===== src/rtl/random_lcg_if.sv =====
// Request/result bundle between the game FSM (master) and the LCG (slave).
// The RANDOM_LCG_DIST_EN macro adds the pre-decoded dist/layout/color fields.
interface random_lcg_if #(
   parameter int unsigned WIDTH = 31
) ();
   logic             next;
   logic             seed_load;
   logic [WIDTH-1:0] seed_in;
   logic [WIDTH-1:0] value;
   logic             valid;
`ifdef RANDOM_LCG_DIST_EN
   logic [7:0]       dist;
   logic             layout_bit;
   logic             color_bit;

   modport master (
      output next, seed_load, seed_in,
      input  value, valid, dist, layout_bit, color_bit
   );
   modport slave (
      input  next, seed_load, seed_in,
      output value, valid, dist, layout_bit, color_bit
   );
`else
   modport master (
      output next, seed_load, seed_in,
      input  value, valid
   );
   modport slave (
      input  next, seed_load, seed_in,
      output value, valid
   );
`endif
endinterface


===== src/rtl/random_lcg.sv =====
// 31-bit glibc-style LCG stepped once per 'next' cycle; seedable, restart-reproducible.
// Optional registered dist/layout/color outputs under RANDOM_LCG_DIST_EN.
module random_lcg #(
   parameter int unsigned WIDTH = 31,
   parameter int unsigned SEED  = 879387228,
   parameter int unsigned MULT  = 1103515245,
   parameter int unsigned INC   = 12345
) (
   input logic          clk,
   input logic          restart,
   random_lcg_if.slave  bus
);
   localparam logic [WIDTH-1:0] SeedW = WIDTH'(SEED);
   localparam logic [WIDTH-1:0] MultW = WIDTH'(MULT);
   localparam logic [WIDTH-1:0] IncW  = WIDTH'(INC);

   logic [WIDTH-1:0] state_q, state_d, step;
   logic             valid_q, valid_d;

   // Low WIDTH bits of the product only depend on the low WIDTH bits of the operands.
   always_comb step = state_q * MultW + IncW;

   always_comb begin
      state_d = state_q;
      valid_d = valid_q;
      if (bus.seed_load) begin
         state_d = bus.seed_in;
         valid_d = 1'b0;
      end else if (bus.next) begin
         state_d = step;
         valid_d = 1'b1;
      end
   end

   always_ff @(posedge clk) begin
      if (restart) begin
         state_q <= SeedW;
         valid_q <= 1'b0;
      end else begin
         state_q <= state_d;
         valid_q <= valid_d;
      end
   end

   assign bus.value = state_q;
   assign bus.valid = valid_q;

`ifdef RANDOM_LCG_DIST_EN
   logic [7:0] dist_q;
   logic       layout_q, color_q;

   // Decoded from the incoming state so they track value on the same edge.
   always_ff @(posedge clk) begin
      if (restart) begin
         dist_q   <= 8'd13 + {5'd0, SeedW[2:0]};
         layout_q <= SeedW[0];
         color_q  <= SeedW[1];
      end else begin
         dist_q   <= 8'd13 + {5'd0, state_d[2:0]};
         layout_q <= state_d[0];
         color_q  <= state_d[1];
      end
   end

   assign bus.dist       = dist_q;
   assign bus.layout_bit = layout_q;
   assign bus.color_bit  = color_q;
`endif
endmodule


===== src/flat_wrapper.sv =====
// flat-port wrapper written by rule: the top's interface ports become plain ports
module random_lcg_flat 
#(
   parameter int unsigned WIDTH = 31,
   parameter int unsigned SEED  = 879387228,
   parameter int unsigned MULT  = 1103515245,
   parameter int unsigned INC   = 12345
)
  (clk, restart, bus_next, bus_seed_load, bus_seed_in, bus_value, bus_valid);
  random_lcg_if #(.WIDTH(WIDTH)) bus_i ();
  input logic clk;
  input logic restart;
  input wire logic [$bits(bus_i.next)-1:0] bus_next;
  input wire logic [$bits(bus_i.seed_load)-1:0] bus_seed_load;
  input wire logic [$bits(bus_i.seed_in)-1:0] bus_seed_in;
  output wire logic [$bits(bus_i.value)-1:0] bus_value;
  output wire logic [$bits(bus_i.valid)-1:0] bus_valid;
  assign bus_i.next = bus_next;
  assign bus_i.seed_load = bus_seed_load;
  assign bus_i.seed_in = bus_seed_in;
  assign bus_value = bus_i.value;
  assign bus_valid = bus_i.valid;
  random_lcg #(.WIDTH(WIDTH), .SEED(SEED), .MULT(MULT), .INC(INC)) u_core (.clk(clk), .restart(restart), .bus(bus_i));
endmodule

===== config.mk =====
export PLATFORM = sky130hd
export DESIGN_NAME = random_lcg_flat
export DESIGN_NICKNAME = d
export VERILOG_FILES = /design/src/rtl/random_lcg_if.sv /design/src/rtl/random_lcg.sv /design/src/flat_wrapper.sv
export SDC_FILE = /design/constraint.sdc
export NUM_CORES = 1
export LEC_CHECK = 0
export ABC_AREA = 1
export ABC_CLOCK_PERIOD_IN_PS = 14600
export CAP_MARGIN = 20
export CORE_MARGIN = 2
export CORE_UTILIZATION = 39
export DETAILED_ROUTE_END_ITERATION = 10
export GPL_ROUTABILITY_DRIVEN = 1
export PLACE_DENSITY = 0.52
export SLEW_MARGIN = 20
export SYNTH_ARGS = -nofsm -noshare
export SYNTH_HDL_FRONTEND = slang
export SYNTH_SLANG_ARGS = --single-unit
export TNS_END_PERCENT = 20

===== constraint.sdc =====
create_clock -name clk -period 14.6 [get_ports clk]
set_input_delay 2.92 -clock clk [delete_from_list [all_inputs] [get_ports clk]]
set_output_delay 2.92 -clock clk [all_outputs]
set_load 0.01 [all_outputs]

==> run metrics, run 1 <==
RSZ-0062 raised after global routing false; Min-Delay Startpoint u_core.bus.valid; Syn. warnings 0; synthesized flop and latch total 32; status finished clean; worst endpoint required time about 15 ns; slowest CP cell dfxtp_1; total negative setup slack 0 ns; Root Buffer clkbuf_16; placed inst area 11600 µm²; Setup CP Type reg2reg; R2R Path End u_core.bus.value[28]; Cells after Synth 1277; final WL 30900 µm; worst rel slew slack 49.8%; Iteration-0 DRC Markers approximately 520; Final Hold Viols 0; most frequent cell after synthesis inv_1; Routed WL per cell 18.4 µm; fraction of layout cells with a size suffix above 1 2.46%; Slew @ Worst Pin 0.749 ns; async set or reset register ratio after synthesis 0%; number of buffers and inverters on the critical path 6; # diodes 0; fin crit share between 40% and 50%; Fillers 2776; CP peak stage delay 0.63 ns; startpoint types register; # DRC 0; Post-Layout Cell Count 1683; Max H-tree Level 2; Clock Path Buffers 2; prevailing post-synth register cell dfxtp_1; largest net degree at the start of global routing 35; max-cap violations 0; Seq/Total Area, Yosys 6.10%; top cell type's share of synthesized area ~34%; clk slew on worst S/H paths 0.06 ns; GPL Wtd Cong 0.909; Worst Hold Class reg2reg; R2R Path Start u_core.bus.value[7]; r2r worst-path depth 26; fmax 0.148 GHz; library cells used by synthesis 40; max-slew violation count 0; most instantiated cells after synthesis inv_1 (451), ha_1 (195), fa_1 (178), nand2_1 (139), a21oi_1 (48); # IOs 67; number of global-route vias before repair 8678; worst path arrival time 6.95 ns; Worst Hold Path EP u_core.bus.valid; Vias 8064; vias per inst 4.79; synth top area cells fa_1 (34%), ha_1 (23%), inv_1 (16%), dfxtp_1 (6.1%), nand2_1 (5.0%); worst skew pair latency 0.29 ns; # placed instances 1678; dpl ws a little under 8 ns; DRT Pass-1 Iters 7; Die X-Extent 168 µm; clock skew 0.00672 ns; All-Layer GR Usage between 20% and 30%; CORE AREA 26700 µm²; initial core utilization between 30 and 40%; Num CTS Buffers 5; area grow syn2layout 11.5%; Mean Syn Cell Area 8.22 µm²; number of I/O port buffers between 60 and 70; area of the multi-input gates 8100 µm²; clk sinks 32; nets 1752; critical-path maximum fanout 9; Post-CTS Setup Bufs 0; Worst Hold Path Cells 2; Setup crit end kind register; height of the die between 150 and 200 µm; crit path time final 6.78 ns; placed wire-length estimate between 20000 and 30000 µm; final setup margin 7.82 ns; Routed Antenna Nets 0; hold buffer count at cts 0; row cnt 60; synthesized cell area between 10000 and 15000 µm²; total grt overflow 0; Post-synth EDFFs 0; post_cts resized 0; Reg2Reg Setup Slack roughly 8 ns; initial antenna violation count 0; Crit path max-delay family adder cells; DIE AREA 28200 µm²; Final Instance Area 11700 µm²; syn_nets between 1500 and 2000; Reg area 641 µm²; Synth area leader fa_1; CTS tree built; first-pass GRT wire length 49700 µm; setup violators final 0
-- worst max-delay path by stage --
stage,startpoint,cells after the start,to
5_1_grt,u_core.bus.value[5],24,u_core.bus.value[29]
3_3_place_gp,u_core.bus.value[5],26,u_core.bus.value[28]
2_1_floorplan,u_core.bus.value[6],24,u_core.bus.value[21]
3_5_place_dp,u_core.bus.value[5],26,u_core.bus.value[28]
4_1_cts,u_core.bus.value[5],26,u_core.bus.value[28]
6_report,u_core.bus.value[7],26,u_core.bus.value[28]
-- per-layer routing --
metal  part of all wire, %  global-route usage (%)  up-vias
met5                     0                       0        -
met4                   3.0                    5.88        0
met3                   3.4                    2.05       35
met2                    46                    38.8      197
met1                    47                    33.0     3889
li1                      -                       -     3943
-- kinds of logic (layout without fill, tap and decap cells) --
kind of cell    Yosys count  count (layout)  share of synthesized area (%)
fa+ha+maj               373             373                           57.2
simple gates            239             239                           9.64
buf+inv                 468             533                           16.8
xor+xnor                 26              26                           2.17
flops                    32              32                           6.10
compound gates          139             139                           8.12
-- tightest hold or removal path: stages, from the launching register on --
cell and delay [ns]:
dfxtp_1 0.31, nor2_1 0.09, nor3_1 0.05
-- state kept, by name, summed over array words and instances, names as in the netlist --
register and cells:
u_core.bus.value 31, u_core.bus.valid 1
-- layout make-up --
| type | instances | share of cell area [%] |
|---|---|---|
| inverters | 457 | 14.7 |
| flip-flops and latches | 32 | 5.47 |
| clock buffers | 5 | 1.07 |
| multi-input cells | 777 | 69.2 |
| repair buffers | 71 | 5.97 |
| well taps | 341 | 3.65 |
-- per-stage QoR --
stage	hold slack, ns	utilization [%]
global route	0.544	43.8
CTS	0.500	43.8
floorplan	0.510	-
global placement	0.483	43.3
detailed placement	0.493	43.3
finish	0.490	43.8
-- cell usage in the layout, fill, tap and decap left out, types with 18 or more instances in the layout --
| cell type | n |
|---|---|
| fa_1 | 178 |
| nand2_1 | 139 |
| clkdlybuf4s50_1 | 66 |
| inv_1 | 451 |
| xnor2_1 | 18 |
| dfxtp_1 | 32 |
| nor2_1 | 44 |
| nand3_1 | 29 |
| o21ai_1 | 22 |
| a21oi_1 | 48 |
| ha_1 | 195 |
Power of run 1 is not shown: default switching activity piles up to over one toggle a cycle in this logic, so the estimate is an artifact.
==> run 2: changes to the inputs <==
--- a/config.mk
+++ b/config.mk
@@ -6,7 +6,7 @@
 export NUM_CORES = 1
 export LEC_CHECK = 0
 export ABC_AREA = 1
-export ABC_CLOCK_PERIOD_IN_PS = 14600
+export ABC_CLOCK_PERIOD_IN_PS = 6300
 export CAP_MARGIN = 20
 export CORE_MARGIN = 2
 export CORE_UTILIZATION = 39
==> constraint.sdc (replaced) <==
create_clock -name clk -period 6.3 [get_ports clk]
set_input_delay 1.26 -clock clk [delete_from_list [all_inputs] [get_ports clk]]
set_output_delay 1.26 -clock clk [all_outputs]
set_load 0.01 [all_outputs]
==> run 2 against run 1 <==
Net effect:
- via count is 4.1% higher
- global-route usage up 1.5 points
- wire length is 8.1% higher
- critical path type unchanged
- non-clock buffer count rose by 84
- largest cell class unchanged
- utilization rose by 3.3 points
==> run metrics, run 2 (synthesized netlist as in run 1, its figures left out) <==
status finished clean; initial antenna violation count 0 (unchanged); Root Buffer clkbuf_16; worst endpoint required time 6.49 ns (-8.28 ns); Routed WL per cell 18.9 µm (+2.8%); Min-Delay Startpoint u_core.bus.valid; r2r worst-path depth 25 (-3.8%); Max H-tree Level 2 (unchanged); largest net degree at the start of global routing 31 (-11%); # DRC 0 (unchanged); slowest CP cell fa_1; Worst Hold Class reg2reg; clk sinks 32 (unchanged); Iteration-0 DRC Markers 439 (-16%); GPL Wtd Cong 0.940 (+3.3%); height of the die 168 µm (unchanged); nets 1836 (+4.8%); critical-path maximum fanout 5 (-4); Hold Slack 0.494 ns (+0.00393 ns); Clock Path Buffers 2 (unchanged); first-pass GRT wire length 52000 µm (+4.6%); max-slew violation count 0 (unchanged); met1 WL 14900 µm (+1.6%); clk slew on worst S/H paths 0.06 ns (about the same); Die X-Extent 168 µm (unchanged); Routed Antenna Nets 0 (unchanged); max reg flops 31 (unchanged); worst path arrival time 6.31 ns (-0.64 ns); commonest non-fill, non-tap cell in the layout inv_1; vias per inst 4.74 (-1.0%); most frequent cells in the layout inv_1 (451), ha_1 (183), fa_1 (178); CORE AREA 26700 µm² (unchanged); total negative setup slack 0 ns (unchanged); clock skew 0.00530 ns (-0.00142 ns); RSZ-0062 raised after global routing false; DRT Pass-1 Iters 5 (-2); fraction of layout cells with a size suffix above 1 11.2% (+8.7 points); # diodes 0 (unchanged); Worst Hold Path Cells 2 (unchanged); DIE AREA 28200 µm² (unchanged); total grt overflow 0 (unchanged); CTS tree built; row cnt 60 (unchanged); number of global-route vias before repair 8907 (+2.6%); fmax 0.163 GHz (+11%); final WL 33400 µm (+8.1%); All-Layer GR Usage 24.8% (+1.5 points); top routing layer used met4; CP peak stage delay 0.55 ns (-0.08 ns); area grow syn2layout 19.8%; Setup crit end kind register; # IOs 67 (unchanged); startpoint types register; initial core utilization 39.3% (unchanged); Vias 8396 (+4.1%); fin crit share 97.2% (+51 points); metal3 WL 1130 µm (+6.8%); R2R Path Start u_core.bus.value[12]; met2 WL post-DR 16400 µm (+15%); number of I/O port buffers 66 (unchanged); worst skew pair latency 0.30 ns (about the same); placed wire-length estimate 30200 µm (+9.5%); Num CTS Buffers 5 (unchanged); Final Hold Viols 0 (unchanged); Setup CP Type reg2reg; Crit. Startpoint u_core.bus.value[12]; setup violators final 0 (unchanged); Slew @ Worst Pin 0.700 ns (-0.0489 ns); max-cap violations 0 (unchanged); worst rel slew slack 53.2% (+3.4 points); crit path time final 6.12 ns (-0.652 ns)
-- run 2: cell count changes in the layout (fill, tap and decap cells not counted), moves of 3 or more --
cell / before / now
dfxtp_1: 32 / 20
ha_4: 0 / 6
ha_2: 0 / 6
dfxtp_2: 0 / 12
buf_4: 5 / 88
a21oi_2: 5 / 8
a21oi_1: 48 / 43
ha_1: 195 / 183
-- run 2: layout make-up --
| type | instances | area (µm²) |
|---|---|---|
| clock buffer | 6 | 129 |
| clock inverter | 2 | 35.0 |
| fill | 2713 | 14100 |
| inverter | 457 | 1720 |
| multi-input combinational | 777 | 8280 |
| sequential | 32 | 656 |
| tap | 341 | 427 |
| timing repair buffer | 155 | 1340 |
-- run 2: worst max-delay path: cells and delay by family (launching register included) --
family | cells | cell delay (ns)
buffers and inverters | 7 | 0.49
AOI/OAI and AO/OA | 3 | 0.30
adders and majority gates | 9 | 3.94
DFF | 1 | 0.37
and+or+nand+nor | 6 | 0.91
-- run 2: worst paths after layout --
path	endpoint	slack, ns
worst max-delay path	u_core.bus.value[28]	0.18
worst min-delay path	u_core.bus.valid	0.49
worst max register to register	u_core.bus.value[28]	0.18
worst min register to register	u_core.bus.valid	0.49
-- run 2: what timing repair did --
item,CTS,global route
setup buffers,0,1
endpoints found under the setup margin,2,10
pin swaps,1,6
hold buffers,0,0
cloned,0,0
resized for setup,5,40
hold endpoints to repair,0,0
-- run 2: layer usage --
layer	global-route usage, %	up-vias
met4	7.61	0
met1	32.3	4058
li1	-	4109
met3	2.89	41
met5	0	-
met2	43.4	188
-- run 2: metrics by stage --
step           setup slack [ns]  cells  area [µm²]  util, %
3_3_place_gp            -0.0548   1761       12200     45.7
2_1_floorplan             0.266   1277       10500        -
3_5_place_dp            -0.0784   1761       12200     45.7
5_1_grt                0.000843   1770       12600     47.1
6_report                  0.176   1770       12600     47.1
4_1_cts                  0.0111   1769       12400     46.3
Power of run 2 is left out for the same reason.
==> run 3: changes to the inputs <==
--- a/config.mk
+++ b/config.mk
@@ -9,10 +9,10 @@
 export ABC_CLOCK_PERIOD_IN_PS = 6300
 export CAP_MARGIN = 20
 export CORE_MARGIN = 2
-export CORE_UTILIZATION = 39
+export CORE_UTILIZATION = 60
 export DETAILED_ROUTE_END_ITERATION = 10
 export GPL_ROUTABILITY_DRIVEN = 1
-export PLACE_DENSITY = 0.52
+export PLACE_DENSITY = 0.77
 export SLEW_MARGIN = 20
 export SYNTH_ARGS = -nofsm -noshare
 export SYNTH_HDL_FRONTEND = slang
==> run 3 against run 2 <==
Net effect:
- setup slack improved by 0.018 ns
- maximum frequency increased by 0.30%
- final cell count decreased by 8.7%
- critical path type unchanged
- non-clock buffer count decreased by 38
- highest routed layer unchanged
- utilization increased by 23 points
- critical path depth decreased by 1
- final area decreased by 4.3%
- register-to-register slack improved by 0.02 ns
- global-route usage increased by 10 points
- via count increased by 1.3%
==> run metrics, run 3 (synthesized netlist as in run 1, its figures left out) <==
DRT Pass-1 Iters 5 (unchanged); final WL 30200 µm (-9.6%); DIE AREA 18600 µm² (-34%); Min-Delay Startpoint u_core.bus.valid; Setup crit end kind register; total negative setup slack 0 ns (unchanged); R2R Path Start u_core.bus.value[12]; area grow syn2layout 14.6%; setup violators final 0 (unchanged); Worst Hold Class reg2reg; height of the die 136 µm (-19%); # IOs 67 (unchanged); # DRC 0 (unchanged); critical-path maximum fanout 5 (unchanged); Reg2Reg Setup Slack 0.19 ns (+0.02 ns); Routed WL per cell 18.7 µm (-1.0%); status finished clean; crit path time final 6.11 ns (-0.0180 ns); Max H-tree Level 2 (unchanged); Setup CP Type reg2reg; CORE AREA 17200 µm² (-36%); placed inst area 11800 µm² (-3.6%); number of I/O port buffers 66 (unchanged); first-pass GRT wire length 48000 µm (-7.6%); worst rel slew slack 52.1% (-1.1 points); nets 1798 (-2.1%); clk sinks 32 (unchanged); Slew @ Worst Pin 0.715 ns (+0.0149 ns); clock skew 0.00439 ns (-0.000909 ns); worst path arrival time 6.27 ns (-0.04 ns); max reg flops 31 (unchanged); largest net degree at the start of global routing 35 (+13%); GPL Wtd Cong 1.08 (+15%); row cnt 48 (-20%); worst endpoint required time 6.46 ns (-0.03 ns); startpoint types register; Hold Slack 0.497 ns (+0.00306 ns); clk slew on worst S/H paths 0.06 ns (about the same); R2R Path End u_core.bus.value[26]; initial core utilization 61.1% (+22 points); Vias 8508 (+1.3%); most frequent cells in the layout inv_1 (451), ha_1 (191), fa_1 (178); vias per inst 5.26 (+11%); # diodes 0 (unchanged); fmax 0.164 GHz (+0.30%); Root Buffer clkbuf_16; r2r worst-path depth 24 (-4.0%); Iteration-0 DRC Markers 573 (+31%); Routed Antenna Nets 0 (unchanged); Num CTS Buffers 5 (unchanged); Worst Hold Path EP u_core.bus.valid; fin crit share 96.9% (-0.29 points); initial antenna violation count 0 (unchanged); commonest non-fill, non-tap cell in the layout inv_1; fraction of layout cells with a size suffix above 1 7.33% (-3.9 points); RSZ-0062 raised after global routing true; max-cap violations 0 (unchanged); All-Layer GR Usage 35.0% (+10 points); total grt overflow 0 (unchanged); Die X-Extent 136 µm (-19%); CTS tree built; hold buffer count at cts 0 (unchanged); Clock Path Buffers 2 (unchanged); worst skew pair latency 0.28 ns (-0.02 ns); Final Hold Viols 0 (unchanged); placed wire-length estimate 27100 µm (-10%); number of global-route vias before repair 8955 (+0.54%); Crit. Startpoint u_core.bus.value[12]; max-slew violation count 0 (unchanged); Final Instance Area 12000 µm² (-4.3%); Worst Hold Path Cells 2 (unchanged)
-- run 3: cell count changes in the layout (fill, tap and decap cells not counted), moves of 2 or more --
cell     change
a21oi_4      -2
buf_4       -37
dfxtp_1      +4
dfxtp_2      -4
ha_1         +8
ha_2         -5
ha_4         -3
nand2_1      +2
nand2_2      -2
nor2_1       +2
nor2_2       -2
-- run 3: area by class of cell --
class                      instances  area [µm²]
tap                              225         282
timing repair buffer             117        1040
clock buffer                       5         125
sequential                        32         651
multi-input combinational        777        8180
clock inverter                     3        42.5
fill                            1431        5140
inverter                         457        1720
-- run 3: worst max-delay path, cell delays in order, from the launching register on --
cell	delay, ns
dfxtp_1	0.48
ha_1	0.35
fa_1	0.54
inv_1	0.06
fa_1	0.54
inv_1	0.04
ha_1	0.26
inv_1	0.05
fa_1	0.53
inv_1	0.06
fa_1	0.46
fa_1	0.52
inv_1	0.08
fa_1	0.56
inv_1	0.07
ha_1	0.38
nand2_1	0.12
nor2_1	0.17
inv_1	0.08
nor2_1	0.15
nand4_1	0.18
nand3_1	0.11
nand2_1	0.05
nand3_1	0.07
o211ai_1	0.08
-- run 3: how the worst max path moves through the flow --
| stage | to |
|---|---|
| 3_5_place_dp | u_core.bus.value[28] |
| 6_report | u_core.bus.value[26] |
| 2_1_floorplan | u_core.bus.value[21] |
| 5_1_grt | u_core.bus.value[28] |
| 3_3_place_gp | u_core.bus.value[26] |
| 4_1_cts | u_core.bus.value[29] |
-- run 3: metrics by stage --
step / cells / util (%) / setup slack [ns]
finish: 1616 / 70.1 / 0.194
global route: 1616 / 70.1 / -0.0531
CTS: 1615 / 69.5 / 0.0704
detailed placement: 1607 / 68.5 / 0.114
global placement: 1607 / 68.5 / 0.169
floorplan: 1277 / - / 0.266
-- run 3: routing by layer --
metal  up-vias  part of all wire [%]  track usage, %
met5         -                     0               0
met2       339                    48            59.9
met3        68                   6.1            5.03
met1      4058                    41            44.4
met4         0                   5.0            14.6
li1       4043                     -               -
-- run 3: repair_timing --
item                                    4_1_cts  5_1_grt
endpoints found under the setup margin        0       12
buffers inserted                              0        1
gates resized for setup                       0       24
Power of run 3 is left out for the same reason.
==> RTL change 1: new RTL, config.mk and constraints of run 2 <==
`WIDTH` is set to 31 in 3 places; all go to 27.
--- a/src/rtl/random_lcg_if.sv
+++ b/src/rtl/random_lcg_if.sv
@@ -1,7 +1,7 @@
 // Request/result bundle between the game FSM (master) and the LCG (slave).
 // The RANDOM_LCG_DIST_EN macro adds the pre-decoded dist/layout/color fields.
 interface random_lcg_if #(
-   parameter int unsigned WIDTH = 31
+   parameter int unsigned WIDTH = 27
 ) ();
    logic             next;
    logic             seed_load;
--- a/src/rtl/random_lcg.sv
+++ b/src/rtl/random_lcg.sv
@@ -1,7 +1,7 @@
 // 31-bit glibc-style LCG stepped once per 'next' cycle; seedable, restart-reproducible.
 // Optional registered dist/layout/color outputs under RANDOM_LCG_DIST_EN.
 module random_lcg #(
-   parameter int unsigned WIDTH = 31,
+   parameter int unsigned WIDTH = 27,
    parameter int unsigned SEED  = 879387228,
    parameter int unsigned MULT  = 1103515245,
    parameter int unsigned INC   = 12345
--- a/src/flat_wrapper.sv
+++ b/src/flat_wrapper.sv
@@ -1,7 +1,7 @@
 // flat-port wrapper written by rule: the top's interface ports become plain ports
 module random_lcg_flat 
 #(
-   parameter int unsigned WIDTH = 31,
+   parameter int unsigned WIDTH = 27,
    parameter int unsigned SEED  = 879387228,
    parameter int unsigned MULT  = 1103515245,
    parameter int unsigned INC   = 12345
Ports: changed (resized bus_seed_in and bus_value); port bits go from 67 to 59. The function was not compared with the original's and may differ.
==> RTL change 1 against run 2 <==
Final area fell by 24%; highest routed layer unchanged; critical endpoint is now u_core.bus.value[20]; routed wire length fell by 24%; sequential cell count fell by 4; worst hold slack improved by 0.014 ns; setup slack improved by 0.22 ns; area after synthesis fell by 20%; sequential share of layout area rose by 0.69 points.
Power is not shown: default switching activity piles up to over one toggle a cycle in this logic, so the estimate is an artifact.
==> RTL change 1: results (changes against run 2) <==
Outcome
  – Outcome: complete, no violations

Clock tree
  – Latest clock arrival within the worst-skew pair: 0.28 ns (-0.02 ns)
  – Worst-path clk slew: 0.08 ns (+0.02 ns)
  – Gates resized, CTS repair: 0 (-5)
  – Number of hold-repair buffers added at the cts stage: 0 (unchanged)
  – Number of H-tree levels: 1 (-1)
  – Number of buffers created by CTS: 3 (-2)

Logic synthesis
  – Avg Inst Size Synth: 7.92 µm² (-3.6%)
  – Synthesized-area fraction occupied by adder cells: 0.532 (-0.0399)
  – Share of the synthesized area in compound gates (AO/OA/AOI/OAI): 0.0821 (+0.000956)
  – Sequential cell area fraction in the yosys report: 0.0670 (+0.00599)
  – Xor/xnor share of the synthesized area: 0.0304 (+0.00867)
  – Number of different library cells in the post-synthesis netlist: 37 (-7.5%)

Worst setup path
  – R2R cell count: 20 (-20%)
  – Worst setup path endpoint: u_core.bus.value[20]
  – Largest fanout of any net on the critical path: 6 (+1)
  – Crit path max-delay cell type: sky130_fd_sc_hd__dfxtp_1
  – Worst endpoint data arrival time: 6.09 ns (-0.22 ns)
  – Critical register-to-register path startpoint: u_core.bus.value[16]

STA
  – Maximum clock rate: 170 MHz (+3.8%)
  – Final worst clock skew: 0.00763 ns (+0.00233 ns)
  – Worst hold slack across all endpoints: 0.508 ns (+0.0135 ns)
  – Transition time at the pin with the least slew margin: 0.565 ns (-0.135 ns)

Cells and area
  – Antenna Diode Count: 0 (unchanged)
  – Final nets: 1439 (-22%)
  – Flip-flop count of the largest register, all copies and words added: 27 (-13%)
  – Layout cells sized above 1: 0.0416 (-0.0704)

Placed design
  – Post-DP HPWL: 22.8 mm (-24%)
  – Post-placement worst setup slack: 0.428 ns (+0.506 ns)
  – RD Place Congestion: 0.905 (-3.7%)
  – Quantity of I/O buffers inserted on ports: 58 (-12%)
  – Area post-placement: 9410 µm² (-23%)

Global route
  – Number of global-route vias before repair: 6858 (-23%)
  – Combined global-route utilization of all metal layers: 0.236 (-0.0122)

Worst hold path
  – WHS Path Cells: 2 (unchanged)

Routing
  – Initial DRC Count: 362 (-18%)
  – Via density per instance: 4.79 (+1.0%)
  – WL per Instance: 18.1 µm (-4.1%)
-- RTL change 1: cell count changes after synthesis, sizes merged, moves of 5 or more --
| cell | delta |
|---|---|
| inv | -128 |
| ha | -49 |
| fa | -47 |
| nand2 | +36 |
| o21ai | -7 |
| a21oi | -6 |
| a31oi | -5 |
-- RTL change 1: final cells by class --
| cell class | instances | area, µm² |
|---|---|---|
| Inverter | 327 | 1230 |
| Timing Repair Buffer | 81 | 753 |
| Sequential cell | 28 | 561 |
| Fill cell | 2138 | 11500 |
| Multi-Input combinational cell | 690 | 6530 |
| Tap cell | 275 | 344 |
| Clock buffer | 4 | 88.8 |
-- RTL change 1: per-layer routing --
layer,global-route usage,part of all wire,up-vias
li1,-,-,3350
met3,0.0221,0.040,25
met4,0.0486,0.022,0
met1,0.330,0.47,3191
met5,0,0,-
met2,0.399,0.47,168
==> RTL change 2: new RTL, flow settings as in run 2 <==
Made on the original files. `MULT` is set to 1103515245 in 2 places; all go to 551757622.
--- a/src/rtl/random_lcg.sv
+++ b/src/rtl/random_lcg.sv
@@ -3,7 +3,7 @@
 module random_lcg #(
    parameter int unsigned WIDTH = 31,
    parameter int unsigned SEED  = 879387228,
-   parameter int unsigned MULT  = 1103515245,
+   parameter int unsigned MULT  = 551757622,
    parameter int unsigned INC   = 12345
 ) (
    input logic          clk,
--- a/src/flat_wrapper.sv
+++ b/src/flat_wrapper.sv
@@ -3,7 +3,7 @@
 #(
    parameter int unsigned WIDTH = 31,
    parameter int unsigned SEED  = 879387228,
-   parameter int unsigned MULT  = 1103515245,
+   parameter int unsigned MULT  = 551757622,
    parameter int unsigned INC   = 12345
 )
   (clk, restart, bus_next, bus_seed_load, bus_seed_in, bus_value, bus_valid);
Formal check against the unedited RTL: not equivalent (a bounded check fails within 4 cycles, from zero or initial values).
==> RTL change 2 against run 2 <==
The flow now finishes with violations (negative setup slack); routed wire length increased by 15%; sequential cell count unchanged; final area increased by 16%; synthesized cell count increased by 18%; area after synthesis increased by 4.7%; clock skew increased by 0.0016 ns; setup slack got worse by 0.23 ns; largest cell class unchanged; highest routed layer unchanged.
Power is left out: the tool's default activity adds up to more than one toggle a clock period on the data nets, which glitch-free logic cannot reach.
==> RTL change 2: results (changes against run 2) <==
Outcome
  – Outcome: finished with violations
  – Violated checks: negative setup slack

Placed design
  – Post-placement worst setup slack: -1.13 ns (-1.05 ns)
  – Post-DP HPWL: 34.1 mm (+13%)
  – RD Place Congestion: 0.902 (-4.0%)

Logic synthesis
  – Avg Inst Size Synth: 7.30 µm² (-11%)
  – Synthesized-area fraction occupied by adder cells: 0.487 (-0.0850)
  – Sequential cell area fraction in the yosys report: 0.0583 (-0.00275)
  – Xor/xnor share of the synthesized area: 0.0215 (-0.000181)
  – List of most frequent post-synthesis cells: sky130_fd_sc_hd__inv_1 (456), sky130_fd_sc_hd__nand2_1 (347), sky130_fd_sc_hd__ha_1 (167)
  – Nets in the synthesized netlist: 1870 (+11%)
  – Dominant cells by area after synthesis: sky130_fd_sc_hd__fa_1 (30%), sky130_fd_sc_hd__ha_1 (19%), sky130_fd_sc_hd__inv_1 (16%)

Routing
  – Via density per instance: 4.79 (+0.94%)
  – Wire length on met2: 17.9 mm (+9.4%)
  – M1 wire length: 17.9 mm (+21%)

Worst setup path
  – R2R cell count: 32 (+28%)

Global route
  – Global-route wire length before repair: 59.4 mm (+14%)
  – Met2 GRT Util: 0.454 (+0.0196)
  – Met3 Resource Use GR: 0.0259 (-0.00305)
  – Largest net degree at the start of global routing: 32 (+3.2%)
  – Combined global-route utilization of all metal layers: 0.271 (+0.0229)

STA
  – Setup ws final: -0.0498 ns (-0.226 ns)
  – Final number of setup-violating endpoints: 4 (+4)
  – Transition time at the pin with the least slew margin: 0.947 ns (+0.247 ns)
  – Final worst clock skew: 0.00686 ns (+0.00156 ns)

Cells and area
  – Layout cells sized above 1: 0.242 (+0.130)
  – Fill cells: 2792 (+2.9%)
RTL change 2: changes by cell type after synthesis, sizes merged, moves of 4 or more:
cell,change
a21o,-5
a21oi,-17
fa,-15
ha,-28
inv,+10
nand2,+225
nand3,+35
nand4,+24
nor2,+26
o211ai,-6
o21ai,-22
xnor2,-4
xor2,+5
RTL change 2: worst min-delay path by stage:
stage / endpoint / cells past startpoint / slack, ns
after detailed placement: u_core.bus.valid / 2 / 0.49
after global placement: u_core.bus.valid / 2 / 0.49
after global routing: u_core.bus.value[15] / 2 / 0.55
after CTS: u_core.bus.valid / 2 / 0.50
after floorplan: u_core.bus.valid / 2 / 0.51
final: u_core.bus.valid / 2 / 0.50
RTL change 2: logic make-up after synthesis:
kind of cell | Yosys count
AND/OR/NAND/NOR | 552
XOR/XNOR | 27
adder cells (fa/ha/maj) | 330
AO/OA/AOI/OAI | 85
flip-flops | 32
buffers and inverters | 479
RTL change 2: worst max-delay path: cells and delay by family (launching register included):
kind	cells	cell delay, ns
buf+inv	8	0.53
xor+xnor	1	0.12
flops	1	0.38
fa+ha+maj	9	3.68
compound gates	1	0.15
simple gates	13	1.39
RTL change 2: timing repair:
| item | CTS | global route |
|---|---|---|
| buffers inserted | 19 | 4 |
| setup endpoints to repair | 15 | 19 |
| gates resized for setup | 146 | 71 |
| pin swaps | 64 | 48 |
RTL change 2: final cells by class:
type                       count  area [µm²]  share of cell area
timing repair buffer         264        2150               0.147
clock inverter                 3        42.5             0.00290
tap                          378         473              0.0323
multi-input combinational    994        9420               0.643
inverter                     468        1760               0.120
clock buffer                   5         125             0.00854
sequential                    32         684              0.0467
RTL change 2: through the flow:
stage                     cell area (µm²)  utilization
after floorplan                     11000            -
after global placement              13400        0.482
after detailed placement            13400        0.482
after CTS                           14300        0.516
after global routing                14600        0.527
final                               14600        0.527
